<file path="src/rtl/pc_pkg.sv">
// pc_pkg: shared state/select encodings and default vectors for the fetch PC
package pc_pkg;
    typedef enum logic [1:0] {BOOT, RUN, FAULT} state_t;
    typedef enum logic [2:0] {HOLD, SEQ, REDIR, PEND, EXC, ERET} sel_t;
    localparam logic [31:0] DEF_RESET_VEC = 32'h0040_0000;
    localparam logic [31:0] DEF_EXC_VEC = 32'h0040_0004;
endpackage

</file>
<file path="src/rtl/pc_fetch_ctrl_next_sel.sv">
// pc_next_sel: next-PC priority mux with misaligned-target detection
module pc_next_sel
    import pc_pkg::*;
#(
    parameter int ADDR_W = 32,
    parameter int ALIGN_BITS = 2,
    parameter logic [ADDR_W-1:0] EXC_VEC = DEF_EXC_VEC
) (
    input  state_t            state,
    input  logic              stall,
    input  logic              accept,
    input  logic              redir_valid,
    input  logic [ADDR_W-1:0] redir_target,
    input  logic              pend_valid,
    input  logic [ADDR_W-1:0] pend_target,
    input  logic              exc_req,
    input  logic              eret_req,
    input  logic [ADDR_W-1:0] pc,
    input  logic [ADDR_W-1:0] pc_next_seq,
    input  logic [ADDR_W-1:0] epc,
    output sel_t              sel,
    output logic [ADDR_W-1:0] pc_d,
    output logic              buf_wr,
    output logic              fault
);
    localparam logic [ADDR_W-1:0] MASK = (ADDR_W'(1) << ALIGN_BITS) - ADDR_W'(1);
    logic [ADDR_W-1:0] tgt;
    logic take;
    // Priority: exception, eret, redirect (new over pending), sequential, hold; FAULT only honours exceptions
    always_comb begin
        tgt = redir_valid ? redir_target : pend_target;
        take = accept || !stall;
        sel = state == BOOT ? HOLD :
              exc_req ? EXC :
              state != RUN ? HOLD :
              eret_req ? ERET :
              !(redir_valid || pend_valid) ? (accept ? SEQ : HOLD) :
              !take ? HOLD :
              redir_valid ? REDIR : PEND;
        buf_wr = state == RUN && sel == HOLD && redir_valid;
        pc_d = sel == SEQ ? pc_next_seq :
               (sel == REDIR || sel == PEND) ? tgt :
               sel == EXC ? EXC_VEC :
               sel == ERET ? epc : pc;
        fault = (sel == REDIR || sel == PEND || sel == ERET) && (pc_d & MASK) != '0;
    end
endmodule

</file>
<file path="src/rtl/pc_fetch_ctrl.sv">
// pc_fetch_ctrl: fetch PC register, IMEM request handshake, redirect buffering and fault FSM
module pc_fetch_ctrl
    import pc_pkg::*;
#(
    parameter int ADDR_W = 32,
    parameter logic [ADDR_W-1:0] RESET_VEC = DEF_RESET_VEC,
    parameter logic [ADDR_W-1:0] EXC_VEC = DEF_EXC_VEC,
    parameter int ALIGN_BITS = 2
) (
    input  logic              clk,
    input  logic              rst,
    input  logic              stall,
    input  logic              redir_valid,
    input  logic [ADDR_W-1:0] redir_target,
    input  logic              exc_req,
    input  logic              eret_req,
    output logic              req_valid,
    input  logic              req_ready,
    output logic [ADDR_W-1:0] pc,
    output logic [ADDR_W-1:0] pc_next_seq,
    output logic [ADDR_W-1:0] epc,
    output logic              redir_pending,
    output logic              align_fault
);
    state_t state, state_n;
    sel_t sel;
    logic [ADDR_W-1:0] pc_d, pend_target;
    logic buf_wr, fault, accept;
    assign pc_next_seq = pc + (ADDR_W'(1) << ALIGN_BITS);
    assign req_valid = state == RUN && !stall;
    assign accept = req_valid && req_ready;
    assign align_fault = state == FAULT;
    pc_next_sel #(.ADDR_W(ADDR_W), .ALIGN_BITS(ALIGN_BITS), .EXC_VEC(EXC_VEC)) u_sel (
        .state(state),
        .stall(stall),
        .accept(accept),
        .redir_valid(redir_valid),
        .redir_target(redir_target),
        .pend_valid(redir_pending),
        .pend_target(pend_target),
        .exc_req(exc_req),
        .eret_req(eret_req),
        .pc(pc),
        .pc_next_seq(pc_next_seq),
        .epc(epc),
        .sel(sel),
        .pc_d(pc_d),
        .buf_wr(buf_wr),
        .fault(fault)
    );
    // BOOT lasts one cycle; a misaligned load halts fetch until an exception
    always_comb begin
        state_n = state == BOOT ? RUN : sel == EXC ? RUN : fault ? FAULT : state;
    end
    // PC, EPC, redirect buffer and state registers
    always_ff @(posedge clk or posedge rst) begin
        if (rst) begin
            state <= BOOT;
            pc <= RESET_VEC;
            epc <= '0;
            redir_pending <= 1'b0;
            pend_target <= '0;
        end else begin
            state <= state_n;
            pc <= pc_d;
            if (sel == EXC) epc <= pc;
            if (buf_wr) begin
                redir_pending <= 1'b1;
                pend_target <= redir_target;
            end else if (sel inside {REDIR, PEND, EXC, ERET}) begin
                redir_pending <= 1'b0;
            end
        end
    end
endmodule

</file>
<file path="config.mk">
export PLATFORM = sky130hd
export DESIGN_NAME = pc_fetch_ctrl
export DESIGN_NICKNAME = d
export VERILOG_FILES = /design/src/rtl/pc_pkg.sv /design/src/rtl/pc_fetch_ctrl_next_sel.sv /design/src/rtl/pc_fetch_ctrl.sv
export SDC_FILE = /design/constraint.sdc
export NUM_CORES = 1
export LEC_CHECK = 0
export ABC_CLOCK_PERIOD_IN_PS = 4150
export CAP_MARGIN = 0
export CORE_ASPECT_RATIO = 0.9
export CORE_MARGIN = 10
export CORE_UTILIZATION = 50
export CTS_CLUSTER_DIAMETER = 100
export CTS_CLUSTER_SIZE = 25
export DETAILED_ROUTE_END_ITERATION = 16
export PLACE_DENSITY = 0.85
export SYNTH_ARGS = -nofsm -noshare
export SYNTH_HDL_FRONTEND = slang
export SYNTH_SLANG_ARGS = --single-unit
</file>
<file path="constraint.sdc">
create_clock -name clk -period 4.15 [get_ports clk]
set_input_delay 0.83 -clock clk [delete_from_list [all_inputs] [get_ports clk]]
set_output_delay 0.83 -clock clk [all_outputs]
set_load 0.03 [all_outputs]
</file>
==> results of run 1 <==
-- sequential cells by signal (all words and copies together) (netlist names) --
name,flops
epc,32
pc,32
pend_target,32
redir_pending,1
state,2
-- how the worst min path moves through the flow --
stage / start / to / slack [ns] / depth (start not counted)
final: epc[0]$_DFFE_PP0N_ / epc[0]$_DFFE_PP0N_ / 0.50 / 2
after global routing: pend_target[6]$_DFFE_PP0P_ / pend_target[6]$_DFFE_PP0P_ / 0.52 / 1
after CTS: epc[0]$_DFFE_PP0N_ / epc[0]$_DFFE_PP0N_ / 0.51 / 2
after detailed placement: epc[0]$_DFFE_PP0N_ / epc[0]$_DFFE_PP0N_ / 0.49 / 2
after global placement: pend_target[5]$_DFFE_PP0P_ / pend_target[5]$_DFFE_PP0P_ / 0.48 / 1
after floorplan: pend_target[5]$_DFFE_PP0P_ / pend_target[5]$_DFFE_PP0P_ / 0.47 / 1
-- worst max-delay path: stages (launching register included) --
cell and delay (ns):
dfrtp_1 0.53, and4_1 0.45, nand4_2 0.31, or3_1 0.44, xnor2_1 0.24, clkdlybuf4s50_1 0.75
-- metal layers --
layer / track usage (%) / up-vias
li1: - / 2275
met4: 6.32 / 0
met2: 36.3 / 251
met3: 7.95 / 21
met1: 28.5 / 2486
met5: 0 / -
-- kinds of logic after synthesis --
family | count (synthesis) | share of synthesized area, %
AOI/OAI and AO/OA | 150 | 17.7
xor gates and xnor gates | 26 | 4.02
adders and majority gates | 1 | 0.221
buffers and inverters | 61 | 4.80
DFF | 99 | 43.8
muxes | 82 | 15.6
and+or+nand+nor | 130 | 13.8
-- cells in the final DEF (no fill, tap or decap), types with 5 or more instances in the layout --
cell type        count
or3_1                5
nor4_1               5
nor3_1               7
inv_1               21
nand2_1             35
a21oi_1             29
nor2_1              13
clkdlybuf4s50_1    136
o2bb2ai_1            7
a31oi_1              7
o21ai_0             39
mux2i_1             30
xnor2_1             20
dfrtp_1             98
mux2_2              52
buf_4               15
o211ai_1             6
nand4_1              7
xor2_1               6
o221ai_1             5
clkbuf_16            9
o22a_1               9
nand3_1             15
o22ai_1             10
-- layout make-up --
type,instances,share of cell area (%)
Inverter,22,1.14
Clock buffer,11,3.24
Multi-Input combinational cell,389,39.0
Sequential cell,99,33.1
Clock inverter,5,1.03
Timing Repair Buffer,153,20.0
Tap cell,152,2.54
-- power groups by stage --
stage               Clock (W)  Combinational [W]  Sequential [W]
finish               0.000913            0.00250         0.00173
global route         0.000968            0.00265         0.00178
CTS                  0.000925            0.00252         0.00172
detailed placement          0            0.00250         0.00173
global placement            0            0.00245         0.00170
floorplan                   0            0.00114         0.00203
-- metrics by stage --
step / utilization, % / cells
2_1_floorplan: - / 549
3_3_place_gp: 65.6 / 815
3_5_place_dp: 65.6 / 815
4_1_cts: 68.5 / 831
5_1_grt: 68.5 / 831
6_report: 68.5 / 831
==> flow_summary.json, run 1 <==
{
  "finalCriticalPeriod_ns": 3.91,
  "avgSynthCellArea_sq_um": 10.3,
  "required_ns": 3.32,
  "synth_common_cells": "98 x dfrtp_1, 52 x mux2_2, 39 x o21ai_0",
  "die_x_um": 132,
  "yosysUniqueCellTypes": 69,
  "place_ws_ns": 0.616,
  "regArea_sq_um": 2480,
  "maxSlewHeadroom_pct": 44.4,
  "diodes": 0,
  "met3_length_mm": 1.83,
  "tritoncts": "done",
  "portBuffers": 137,
  "worst-r2r-cell-count": 6,
  "wl_met2_mm": 8.73,
  "crit_path_start_kind": "flip-flop",
  "slew_viol_final": 0,
  "cp_max_fo": 10,
  "cts-htree-levels": 3,
  "fmax_mhz": 256,
  "rsz0062_at_grt": "no",
  "routed_wl_mm": 18.2,
  "ff2ff_setup_slack_ns": 1.15,
  "setup.worst_path.start": "pc[4]$_DFFE_PP0P_",
  "coreArea_sq_um": 10900,
  "yosys.area.top_type_share_pct": 43.3,
  "synth_flop_cell": "dfrtp_1",
  "dp_hpwl_mm": 13.3,
  "multi_input_area_sq_um": 2920,
  "num_vias": 5033,
  "switching_share_pct": 42.7,
  "intPower_w": 0.00295,
  "areaGrowthSynthToFinish_pct": 32.4,
  "met1_length_mm": 7.35,
  "cts_buffers": 9,
  "nFillCells": 848,
  "cts_sinks": 99,
  "critical_path_class": "flip-flop to output port",
  "routed.top_layer": "met4",
  "num_rows": 36,
  "holdBufCountCts": 0,
  "power_leakage_nw": 3.09,
  "period_share_pct": 94.2,
  "postCtsSetupBuffers": 0,
  "cts_resized": 0,
  "grtUsageTotal_pct": 22.7,
  "r2r-start": "state[1]$_DFFE_PP0P_",
  "fin_tns_setup_ns": 0,
  "final_area_sq_um": 7500,
  "dieArea_sq_um": 16000,
  "antenna_found_initial": 0,
  "grt_max_degree": 55,
  "peakVddDrop_mv": 0.437,
  "power.density_nw_per_um2": 687,
  "hold_viol_final": 0,
  "synth-edff-count": 0,
  "endpoint_kind": "output port",
  "first_pass_iters": 6,
  "synth.most_common_cell": "dfrtp_1",
  "drt_iter0_markers": 518,
  "routedWlPerCell_um": 21.9,
  "cts-root-buf": "clkbuf_16",
  "ioPinCount": 138,
  "ys_seq_area_share_pct": 43.8,
  "grt_overflow": 0,
  "power.total_w": 0.00515,
  "start_util_pct": 51.7,
  "ant_nets": 0,
  "grt_pass1_wl_mm": 29.0,
  "r2r_end": "pc[6]$_DFFE_PP0P_",
  "yosysWarnings": 0,
  "fin_skew_ns": 0.00802,
  "yosys-top-cells-area": "dfrtp_1 43%, mux2_2 10%, mux2i_1 5.3%, o21ai_0 3.4%, xnor2_1 3.1%",
  "synthArstFlopShare_pct": 100,
  "drc": 0,
  "place.gp.congestion": 0.865,
  "status": "finished, final reports clean",
  "syn_area_sq_um": 5660,
  "arrival_ns": 3.08,
  "ys_seq_elements": 99,
  "drive_gt1_share_pct": 16.5,
  "clockBufferDepth": 2,
  "grt_pass1_vias": 5128,
  "insertion_delay_ns": 0.35,
  "hold_ws_ns": 0.501,
  "place_area_sq_um": 7180,
  "syn_inst": 549,
  "viasPerCell": 6.06,
  "tightest_slew_ns": 0.832,
  "finalSetupViolCount": 0,
  "endpoint": "pc_next_seq[16]",
  "clock_power_share_pct": 17.7,
  "comb_power_share_pct": 48.6,
  "fin_ws_ns": 0.242,
  "syn-num-nets": 589,
  "power_switching_w": 0.00220,
  "clk_pin_slew_ns": 0.07,
  "drv_cap": 0,
  "fin_nets": 714,
  "power_frac_seq_pct": 33.7,
  "fp.dieH_um": 121,
  "min_path_type": "flip-flop to flip-flop",
  "yosysTopAreaCell": "dfrtp_1"
}
Power figures use the tool's default switching activity.
==> inputs of run 2 (changes only) <==
Settings changed: CORE_MARGIN 10 to unset.
==> run 2 against run 1 <==
  * Non-clock buffer count is 3 lower
  * Utilization fell by 0.56 points
  * Combinational power about the same
  * Via count grew 2.9%
  * Clock skew hardly changed
  * Wire length decreased by 5.7%
  * Sequential power hardly changed
  * Clock-buffer cell count up 1
  * Register-to-register slack worse by 0.03 ns
  * Highest routed layer unchanged
  * Final area shrank 0.82%
  * Power fell by 2.4%
==> flow_summary.json, run 2 (synthesis gave the netlist of run 1 again) <==
{
  "grt_overflow": 0,
  "insertion_delay_ns": 0.35,
  "maxSlewHeadroom_pct": 39.4,
  "areaGrowthSynthToFinish_pct": 31.3,
  "status": "finished, final reports clean",
  "grt_pass1_vias": 4921,
  "drc": 0,
  "routed_wl_mm": 17.2,
  "fin_tns_setup_ns": 0,
  "portBuffers": 137,
  "final_util_pct": 67.9,
  "grt_max_degree": 51,
  "drt_iter0_markers": 581,
  "dieArea_sq_um": 11800,
  "place.gp.congestion": 0.863,
  "power.density_nw_per_um2": 676,
  "finalSetupViolCount": 0,
  "slew_viol_final": 0,
  "grt_pass1_wl_mm": 26.5,
  "tightest_slew_ns": 0.906,
  "diodes": 0,
  "coreArea_sq_um": 10900,
  "first_pass_iters": 6,
  "place_ws_ns": 0.626,
  "cts_sinks": 99,
  "r2r-start": "state[1]$_DFFE_PP0P_",
  "clockBufferDepth": 2,
  "holdBufCountCts": 0,
  "ioPinCount": 138,
  "start_util_pct": 51.7,
  "peakVddDrop_mv": 0.388,
  "largestRegisters": "epc x32, pc x32, pend_target x32",
  "cts_buffers": 9,
  "min_from": "pend_target[20]$_DFFE_PP0P_",
  "nFillCells": 804,
  "grtUsageTotal_pct": 29.6,
  "final_cell_mix": "136 x clkdlybuf4s50_1, 98 x dfrtp_1, 52 x mux2_2",
  "tritoncts": "done",
  "viasPerCell": 6.26,
  "antenna_found_initial": 0,
  "num_rows": 36,
  "crit_path_start_kind": "flip-flop",
  "cts-htree-levels": 3,
  "hold_ws_ns": 0.507,
  "cts-root-buf": "clkbuf_16",
  "fp.dieH_um": 103,
  "die_x_um": 114,
  "hold_viol_final": 0,
  "fin_skew_ns": 0.00821,
  "arrival_ns": 3.12,
  "endpoint_kind": "output port",
  "fin_nets": 711,
  "period_share_pct": 95.2,
  "worst-r2r-cell-count": 6,
  "ant_nets": 0,
  "drv_cap": 0,
  "holdPathStages": 1,
  "cts_resized": 0,
  "routedWlPerCell_um": 20.8,
  "dp_hpwl_mm": 11.7,
  "postCtsSetupBuffers": 0,
  "fin_ws_ns": 0.199,
  "cp_max_fo": 10,
  "final_common_cell": "clkdlybuf4s50_1",
  "setup.worst_path.start": "pc[4]$_DFFE_PP0P_",
  "clk_pin_slew_ns": 0.07,
  "num_vias": 5180,
  "power_leakage_nw": 3.06,
  "power.total_w": 0.00502,
  "min_path_type": "flip-flop to flip-flop",
  "finalCriticalPeriod_ns": 3.95,
  "critical_path_class": "flip-flop to output port",
  "drive_gt1_share_pct": 16.1,
  "fmax_mhz": 253,
  "required_ns": 3.32,
  "rsz0062_at_grt": "no"
}
==> run 2: layout make-up <==
class | instances | area [sq um] | area share (%)
clock buffer | 12 | 256 | 3.45
timing repair buffer | 150 | 1480 | 19.9
tap | 152 | 190 | 2.56
sequential | 99 | 2480 | 33.3
multi-input combinational | 389 | 2920 | 39.3
clock inverter | 4 | 25.0 | 0.337
inverter | 22 | 85.1 | 1.14
==> run 2: critical path, stage by stage, from the launching register on <==
cell and delay (ns):
dfrtp_1 0.56, nand4_2 0.23, nor4_1 0.78, nand3_1 0.27, xnor2_1 0.23, clkdlybuf4s50_1 0.70
==> run 2: power breakdown <==
group / leakage, nW / switching [W] / internal, W
clock network: 0.135 / 0.000371 / 0.000438
logic: 1.65 / 0.00141 / 0.00107
registers: 1.27 / 0.000397 / 0.00134
==> run 2: final timing paths <==
kind | to | slack (ns)
max in group asynchronous | epc[4]$_DFFE_PP0N_ | 2.50
min in group asynchronous | epc[29]$_DFFE_PP0N_ | 0.93
max | pc_next_seq[19] | 0.20
min | pend_target[20]$_DFFE_PP0P_ | 0.51
min reg2reg | pend_target[20]$_DFFE_PP0P_ | 0.51
max reg2reg | pc[6]$_DFFE_PP0P_ | 1.12
==> run 2: routing by layer <==
layer  wire, um  vias to the layer above  global-route usage [%]
met5          0                        -                       0
met2       7970                      311                    46.2
met4        444                        0                    12.6
met1       7160                     2557                    41.1
met3       1620                       40                    5.06
li1           -                     2272                       -
==> run 2: stage by stage <==
stage	std cells	area (sq um)
5_1_grt	828	7430
6_report	828	7430
3_3_place_gp	812	7150
2_1_floorplan	549	5660
4_1_cts	828	7430
3_5_place_dp	812	7150
